File: config.mk
export PLATFORM = sky130hd
export DESIGN_NAME = decim_avg_iq_mc
export DESIGN_NICKNAME = d
export VERILOG_FILES = /design/src/rtl/decim_avg_iq_mc.sv
export SDC_FILE = /design/constraint.sdc
export NUM_CORES = 1
export LEC_CHECK = 0
export BUFFER_PORTS_ARGS = -buffer_cell sky130_fd_sc_hd__buf_2
export CAP_MARGIN = 20
export CORE_UTILIZATION = 30
export CTS_CLUSTER_DIAMETER = 30
export DETAILED_ROUTE_END_ITERATION = 7
export PLACE_DENSITY = 0.46
export SLEW_MARGIN = 20
export SYNTH_ARGS = -nofsm -noshare
export SYNTH_HDL_FRONTEND = slang
export SYNTH_SLANG_ARGS = --single-unit
export TNS_END_PERCENT = 10
File: constraint.sdc
create_clock -name clk -period 7.4 [get_ports clk]
set_input_delay 0 -clock clk [delete_from_list [all_inputs] [get_ports clk]]
set_output_delay 0 -clock clk [all_outputs]
set_load 0.05 [all_outputs]
File: src/rtl/decim_avg_iq_mc.sv
// Multi-channel I/Q block-average decimator: sums 2^k beats per channel/rail, emits a rounded mean.
// Optional macro DECIM_AVG_EOB_FLUSH_EN: an accepted in_tlast dumps the partial block immediately.
module decim_avg_iq_mc #(
    parameter int DATA_WIDTH   = 16,
    parameter int NUM_CH       = 2,
    parameter int MAX_DEC_LOG2 = 7
) (
    input  logic                                 clk,
    input  logic                                 reset,
    input  logic                                 clear,
    input  logic [$clog2(MAX_DEC_LOG2+1)-1:0]    dec_log2,
    input  logic                                 in_tvalid,
    output logic                                 in_tready,
    input  logic                                 in_tlast,
    input  logic [NUM_CH*DATA_WIDTH-1:0]         in_itdata,
    input  logic [NUM_CH*DATA_WIDTH-1:0]         in_qtdata,
    output logic                                 out_tvalid,
    input  logic                                 out_tready,
    output logic                                 out_tlast,
    output logic [NUM_CH*DATA_WIDTH-1:0]         out_itdata,
    output logic [NUM_CH*DATA_WIDTH-1:0]         out_qtdata
);
    localparam int KW    = $clog2(MAX_DEC_LOG2 + 1);
    localparam int ACC_W = DATA_WIDTH + MAX_DEC_LOG2;
    localparam int CW    = (MAX_DEC_LOG2 > 0) ? MAX_DEC_LOG2 : 1;

    // Round half toward +inf, then arithmetic shift by k.
    function automatic logic signed [DATA_WIDTH-1:0] round_shift(
        input logic signed [ACC_W:0] sum,
        input logic [KW-1:0]         k
    );
        logic signed [ACC_W:0] bias;
        logic signed [ACC_W:0] shifted;
        bias = '0;
        if (k != '0)
            bias = (ACC_W+1)'(1) << (k - KW'(1));
        shifted = (sum + bias) >>> k;
        return shifted[DATA_WIDTH-1:0];
    endfunction

    logic [KW-1:0]                  k_act;
    logic [KW-1:0]                  k_new;
    logic [KW-1:0]                  k_use;
    logic [CW-1:0]                  count;
    logic [CW:0]                    last_cnt;
    logic                           tlast_flag;
    logic                           beat;
    logic                           flush;
    logic                           dump;
    logic signed [ACC_W-1:0]        acc_i [NUM_CH];
    logic signed [ACC_W-1:0]        acc_q [NUM_CH];
    logic signed [DATA_WIDTH-1:0]   samp_i [NUM_CH];
    logic signed [DATA_WIDTH-1:0]   samp_q [NUM_CH];
    logic [NUM_CH*DATA_WIDTH-1:0]   data_i_p1;
    logic [NUM_CH*DATA_WIDTH-1:0]   data_q_p1;
    logic                           vld_p1;
    logic                           last_p1;

    assign in_tready  = !(vld_p1 && !out_tready);
    assign out_tvalid = vld_p1;
    assign out_tlast  = last_p1;
    assign out_itdata = data_i_p1;
    assign out_qtdata = data_q_p1;

    // Stage p0: accept beat, pick exponent, decide accumulate vs dump.
    always_comb begin
        k_new = dec_log2;
        if (int'(dec_log2) > MAX_DEC_LOG2)
            k_new = KW'(MAX_DEC_LOG2);
        k_use    = (count == '0) ? k_new : k_act;
        last_cnt = (CW+1)'((1 << k_use) - 1);
        beat     = in_tvalid && in_tready;
`ifdef DECIM_AVG_EOB_FLUSH_EN
        flush    = in_tlast;
`else
        flush    = 1'b0;
`endif
        dump     = beat && (({1'b0, count} == last_cnt) || flush);
        for (int c = 0; c < NUM_CH; c++) begin
            samp_i[c] = $signed(in_itdata[c*DATA_WIDTH +: DATA_WIDTH]);
            samp_q[c] = $signed(in_qtdata[c*DATA_WIDTH +: DATA_WIDTH]);
        end
    end

    // Stage p1: output register, loaded on dump and held under backpressure.
    always_ff @(posedge clk) begin
        if (reset) begin
            vld_p1     <= 1'b0;
            last_p1    <= 1'b0;
            data_i_p1  <= '0;
            data_q_p1  <= '0;
            count      <= '0;
            k_act      <= '0;
            tlast_flag <= 1'b0;
            for (int c = 0; c < NUM_CH; c++) begin
                acc_i[c] <= '0;
                acc_q[c] <= '0;
            end
        end else begin
            if (vld_p1 && out_tready)
                vld_p1 <= 1'b0;
            if (clear) begin
                count      <= '0;
                tlast_flag <= 1'b0;
                for (int c = 0; c < NUM_CH; c++) begin
                    acc_i[c] <= '0;
                    acc_q[c] <= '0;
                end
            end else if (beat) begin
                if (count == '0)
                    k_act <= k_new;
                if (dump) begin
                    vld_p1     <= 1'b1;
                    last_p1    <= tlast_flag | in_tlast;
                    count      <= '0;
                    tlast_flag <= 1'b0;
                    for (int c = 0; c < NUM_CH; c++) begin
                        data_i_p1[c*DATA_WIDTH +: DATA_WIDTH] <= round_shift(
                            (ACC_W+1)'(acc_i[c]) + (ACC_W+1)'(samp_i[c]), k_use);
                        data_q_p1[c*DATA_WIDTH +: DATA_WIDTH] <= round_shift(
                            (ACC_W+1)'(acc_q[c]) + (ACC_W+1)'(samp_q[c]), k_use);
                        acc_i[c] <= '0;
                        acc_q[c] <= '0;
                    end
                end else begin
                    count      <= count + 1'b1;
                    tlast_flag <= tlast_flag | in_tlast;
                    for (int c = 0; c < NUM_CH; c++) begin
                        acc_i[c] <= acc_i[c] + ACC_W'(samp_i[c]);
                        acc_q[c] <= acc_q[c] + ACC_W'(samp_q[c]);
                    end
                end
            end
        end
    end
endmodule

# After elaboration in Yosys (flattened, before gate mapping)
# Memory sizes are Yosys's and may differ from the RTL's.
# Cells that the tools add are included.
# classes
n_eq_ne,1
addsub,15
bitwise,14
shifts,6
reduce_logical,11
mux,39
# ops
operator,n
$mux W23,12
$mux W24,5
$add A23 B16 Y24,4
$add A24 B24 Y24,4
$sshr A24 B3 Y16,4
$add A23 B16 Y23,4
$shl A1 B3 Y24 const A,1
$mux W1,20
$or A1 B1 Y1,13
$eq A7 B8 Y1,1
$shl A1 B3 Y8 const A,1
$sub A8 B2 Y8 const B,1
$add A7 B1 Y7 const B,1
$logic_not A7 Y1,1
$mux W7,1
$logic_and A1 B1 Y1,4
$mux W3,1
$reduce_and A3 Y1,1
$reduce_bool A3 Y1,1
$sub A3 B1 Y3 const B,1
$logic_not A1 Y1,2
$reduce_and A2 Y1,1
$reduce_or A2 Y1,1
$not A1 Y1,1
# word_totals
elab_cells,95
regBits,77
in_bits,73
out_inout_bits,67
ram_bits,92
n_memories,2
# mem_list
name,words,width,read_ports,rd_ports_with_merged_regs,wr,line_no,text
acc_i,2,23,2,0,2,50,logic signed [ACC_W-1:0] acc_i [NUM_CH];
acc_q,2,23,2,0,2,51,logic signed [ACC_W-1:0] acc_q [NUM_CH];

# Longest topological paths before layout
# depth
word_depth,13
mapped_depth,26
mapped_depth_nobuf,23

# Worst setup path after synthesis
# OpenSTA, ideal clock, no wires.
# synth_timing
kind,register to register
start,reg count[0]
end,reg data_q_p1[25] (netlist: out_qtdata[25])
arrival_time_ps,5776
setup_time_ps,91
path_buffers,4
required_ps,7309
synth_period_minus_slack_ps,5867
setup_slack_ps,1533
stages_incl_launch_ff,24
path_cell_list,dfxtp_1 inv_1 ha_1 nor2b_1 nand2_1 nor2_1 a21o_1 clkbuf_1 clkbuf_1 clkbuf_1 ha_1 or3_1 clkbuf_1 xnor2_1 ha_1 ha_1 or2_2 a221o_1 a31oi_1 or4b_1 o211a_1 o211ai_1 nand2_1 a311oi_1
# synth_via
elab_chain_len,11
elab_cells_between_ends,17
classes_between,add/sub: 3; eq/ne: 1; shift: 3; mux: 6; reduce/logical: 4
# synth_lines
element,line_no,text
"start, declared",44,logic [CW-1:0] count;
"start signal, assigned",126,count <= count + 1'b1;
$logic_not A7 Y1,70,k_use = (count == '0) ? k_new : k_act;
$mux W3,n/a,
$sub A3 B1 Y3,36,bias = (ACC_W+1)'(1) << (k - KW'(1));
$shl A1 B3 Y24,36,
$mux W24,35,if (k != '0)
$mux W24,112,if (dump) begin
$mux W24,109,end else if (beat) begin
$mux W24,102,if (clear) begin
$mux W24,87,if (reset) begin
$add A24 B24 Y24,37,shifted = (sum + bias) >>> k;
$sshr A24 B3 Y16,37,
"end signal, assigned by index",120,data_q_p1[c*DATA_WIDTH +: DATA_WIDTH] <= round_shift(
"end, declared",55,logic [NUM_CH*DATA_WIDTH-1:0] data_q_p1;
# Several ways; a longest one is shown, not always the timed one. The select of a mux whose other input is x is not followed.
# A chain may end at the register's enable or synchronous reset.

# Worst setup path after layout
# layout_timing
start,reg count[0]
end,reg data_q_p1[28] (netlist: out_qtdata[28])
# Same word-level chain as after synthesis.

==> key figures <==
Placed design
  – Placed cell area: 20,500 sq um
  – Placed wire-length estimate: 48,130 um
  – Gpl congestion: 0.8654
  – Buffers on Ports: 139

Die
  – Area of the core: 61,940 sq um
  – Height of the die: 252.9 um
  – Rows: 91
  – Die width: 252.9 um
  – Initial Utilization: 0.3050
  – Die area: 63,970 sq um
  – I/O pins: 140

CTS
  – Post-CTS resize count: 0
  – Hold Buf Count CTS: 7
  – CTS tree: done
  – CTS Sinks: 169
  – Worst-skew pair later-pin latency: 500 ps
  – Clock edge transition at the registers on the reported setup and hold paths: 80 ps
  – H-tree Lvls: 4
  – Setup repair bufs after CTS: 0
  – Max clock buf depth: 2
  – Num CTS Buffers: 17
  – Root Buffer: clkbuf_16

Pwr
  – VDD IR max: 0.1734 mV
  – Leakage: 0.009384 uW
  – Power per cell area: 174.4 nW/um^2

Cells and area
  – Fin util: 0.3411
  – Synthesis-to-layout area growth: 11.86%
  – Nets: 2,671
  – Layout cell share with drive strength beyond 1: 0.1089
  – Post-route cell area: 21,130 sq um

Drt
  – Post-Route WL: 62,500 um
  – Drt wl/cell: 19.65 um
  – DRC errors left: 0
  – Vias per inst: 5.446
  – 1st-pass router iterations: 5
  – DR vias: 17,320
  – Starting DRC count in detailed routing: 1,185
  – Post-route ant nets: 0

Setup path
  – Worst Path Buf+Inv: 2
  – Critical path's slowest cell: nor3_2
  – Worst-path maximum fanout: 10
  – Crit path required time: 7820 ps
  – Reg2reg path depth: 22
  – Top delay family on crit path: simple AND/OR/NAND/NOR gates
  – CP Data Arrival Time: 7040 ps
  – Top cell by count, worst path: ha_1
  – Cells along the critical path: inv_1 -> ha_1 -> nor2b_1 -> and2_1 -> mux2i_4 -> nand2_1 -> inv_1 -> ha_1 -> nor3_2 -> xnor2_1 -> ha_1 -> ha_1 -> fa_1 -> a211oi_1 -> o2111ai_1 -> a31oi_1 -> or4b_1 -> o2111ai_1 -> o31ai_1 -> mux2i_1 -> o32ai_1 -> nor3_1
  – Max stage delay on crit path: 810 ps
  – CP Depth: 22
  – Crit. End Element: flip-flop
  – CP startpoint kind: flip-flop
  – WS Path Type: reg -> reg

Yosys
  – Mapped cell area: 18,890 sq um
  – Yosys cell types: 81
  – Async set-reset flop share out of synthesis: 0
  – Syn avg cell area: 8.490 sq um
  – EDFF count, synth: 92
  – Synth area leader: edfxtp_1
  – Register area share after synthesis: 0.2279
  – Synth Register Bits: 169
  – Synth top area share: 0.1463
  – Synth top area cells: edfxtp_1 15%, ha_1 13%, dfxtp_1 8.2%
  – Synth Net Count: 2,568
  – Cells after Synth: 2,225
  – Top FF cell, synth: edfxtp_1
  – Syn. warnings: 0

STA
  – Final hold violation count: 0
  – RSZ-0062 raised after global routing: no
  – Slew @ Worst Pin: 1107 ps
  – Slew Viols, Final: 0
  – Final setup TNS: 0 ps
  – Minimum clock period: 6622 ps
  – Final setup viols: 0
  – Final Cycle Share: 0.8949
  – Max Clock Freq: 151.0 MHz
  – Clock skew: 15.71 ps
  – Rel. slew slack: 0.2561

Status
  – Status: finished, final reports clean

Hold path
  – Hold Crit Class: in -> reg
  – Hold path cells: 4

Job
  – Max cap viols: 0

Global routing
  – Gr usage total: 0.1975
  – Initial antenna violation count: 3
  – Total grt overflow: 0
  – First-pass GRT wire length: 97,600 um
  – Vias in the first global route: 16,940
  – Largest net degree at the start of global routing: 69
synth_stat cells, drive strengths merged (11+ instances only):
cell	count
o21a	20
fa	68
nor4	12
edfxtp	92
and3	30
o31ai	15
a311oi	11
nand2	149
a21boi	12
a21o	69
o22ai	12
o21ai	136
xor2	77
mux2	11
ha	202
mux2i	45
xnor2	85
a31oi	58
dfxtp	77
nand3	42
nand2b	18
nor3	80
a21oi	167
buf	42
and2	22
a2111oi	15
o211ai	33
nor2b	24
o21bai	18
a211o	17
a211oi	39
inv	82
clkbuf	51
nand4	31
or3	21
nor2	224
cell usage in the layout (no fill, tap or decap), types with 58 or more instances in the layout:
master / count
buf_2: 139
nand2_1: 147
fa_1: 68
edfxtp_1: 92
xnor2_1: 85
inv_1: 80
o21ai_0: 135
nor3_1: 74
xor2_1: 77
ha_1: 202
a21oi_1: 166
dfxtp_1: 77
a31oi_1: 58
nor2_1: 224
a21o_1: 67
metal layers:
metal,track usage,vias up,share of wire
li1,-,8472,-
met1,0.2666,8349,0.48
met2,0.3184,427,0.45
met3,0.03341,67,0.048
met4,0.06355,2,0.023
met5,0,-,0.00021
tightest hold or removal path, delay by kind of cell:
kind	cells	cell delay, ps
and+or+nand+nor	1	70
xor gates and xnor gates	1	70
adders and majority gates	1	180
buffers and inverters	1	140
where the power goes:
part | leakage, uW | switching (uW) | total (uW) | internal [uW]
Sequential | 0.00169 | 34.6 | 1070 | 1030
Combinational | 0.00743 | 1030 | 1690 | 656
Clock | 0.000273 | 472 | 931 | 459
registers in the layout, summed over array words and instances, names as in the netlist:
register and cells:
k_act 3, out_tvalid 1, acc_q 46, count 7
tlast_flag 1, acc_i 46, out_itdata 32, out_tlast 1
out_qtdata 32
final cells by class:
| class | instances | area [sq um] |
|---|---|---|
| clock inverters | 13 | 91.34 |
| multi-input cells | 1881 | 13910 |
| diodes | 2 | 5.005 |
| flip-flops and latches | 169 | 4304 |
| repair buffers | 177 | 998.5 |
| fillers | 6586 | 40810 |
| well taps | 837 | 1047 |
| inverters | 82 | 307.8 |
| clock buffers | 19 | 464.2 |
cell families (layout without fill, tap and decap cells):
kind of cell | Yosys count | in the layout | synth area share
muxes | 57 | 57 | 0.03179
other | 0 | 2 | 0
buffers and inverters | 175 | 291 | 0.03749
xor gates and xnor gates | 162 | 162 | 0.07511
AOI/OAI and AO/OA | 697 | 697 | 0.2432
DFF | 169 | 169 | 0.2279
adders and majority gates | 270 | 270 | 0.2059
and+or+nand+nor | 695 | 695 | 0.1786
stage by stage:
stage / total power (uW) / instances / hold WS (ps) / setup WS, ps
finish: 3685 / 3180 / 63.96 / 778.0
global route: 3933 / 3178 / 79.84 / 325.9
CTS: 3720 / 3178 / 20.05 / 854.3
detailed placement: 2757 / 3139 / 264.8 / 881.5
global placement: 2752 / 3139 / 256.1 / 1039
floorplan: 2326 / 2225 / 79.31 / 1533
final timing paths:
path | startpoint | end | slack [ps]
worst max-delay path | count[0] | out_qtdata[28] | 780
worst min register to register | out_itdata[26] | out_itdata[26] | 470
worst max register to register | count[0] | out_qtdata[28] | 780
worst min-delay path | in_itdata[6] | acc_i[0][6] | 60
(Power assumes the default switching activity.)
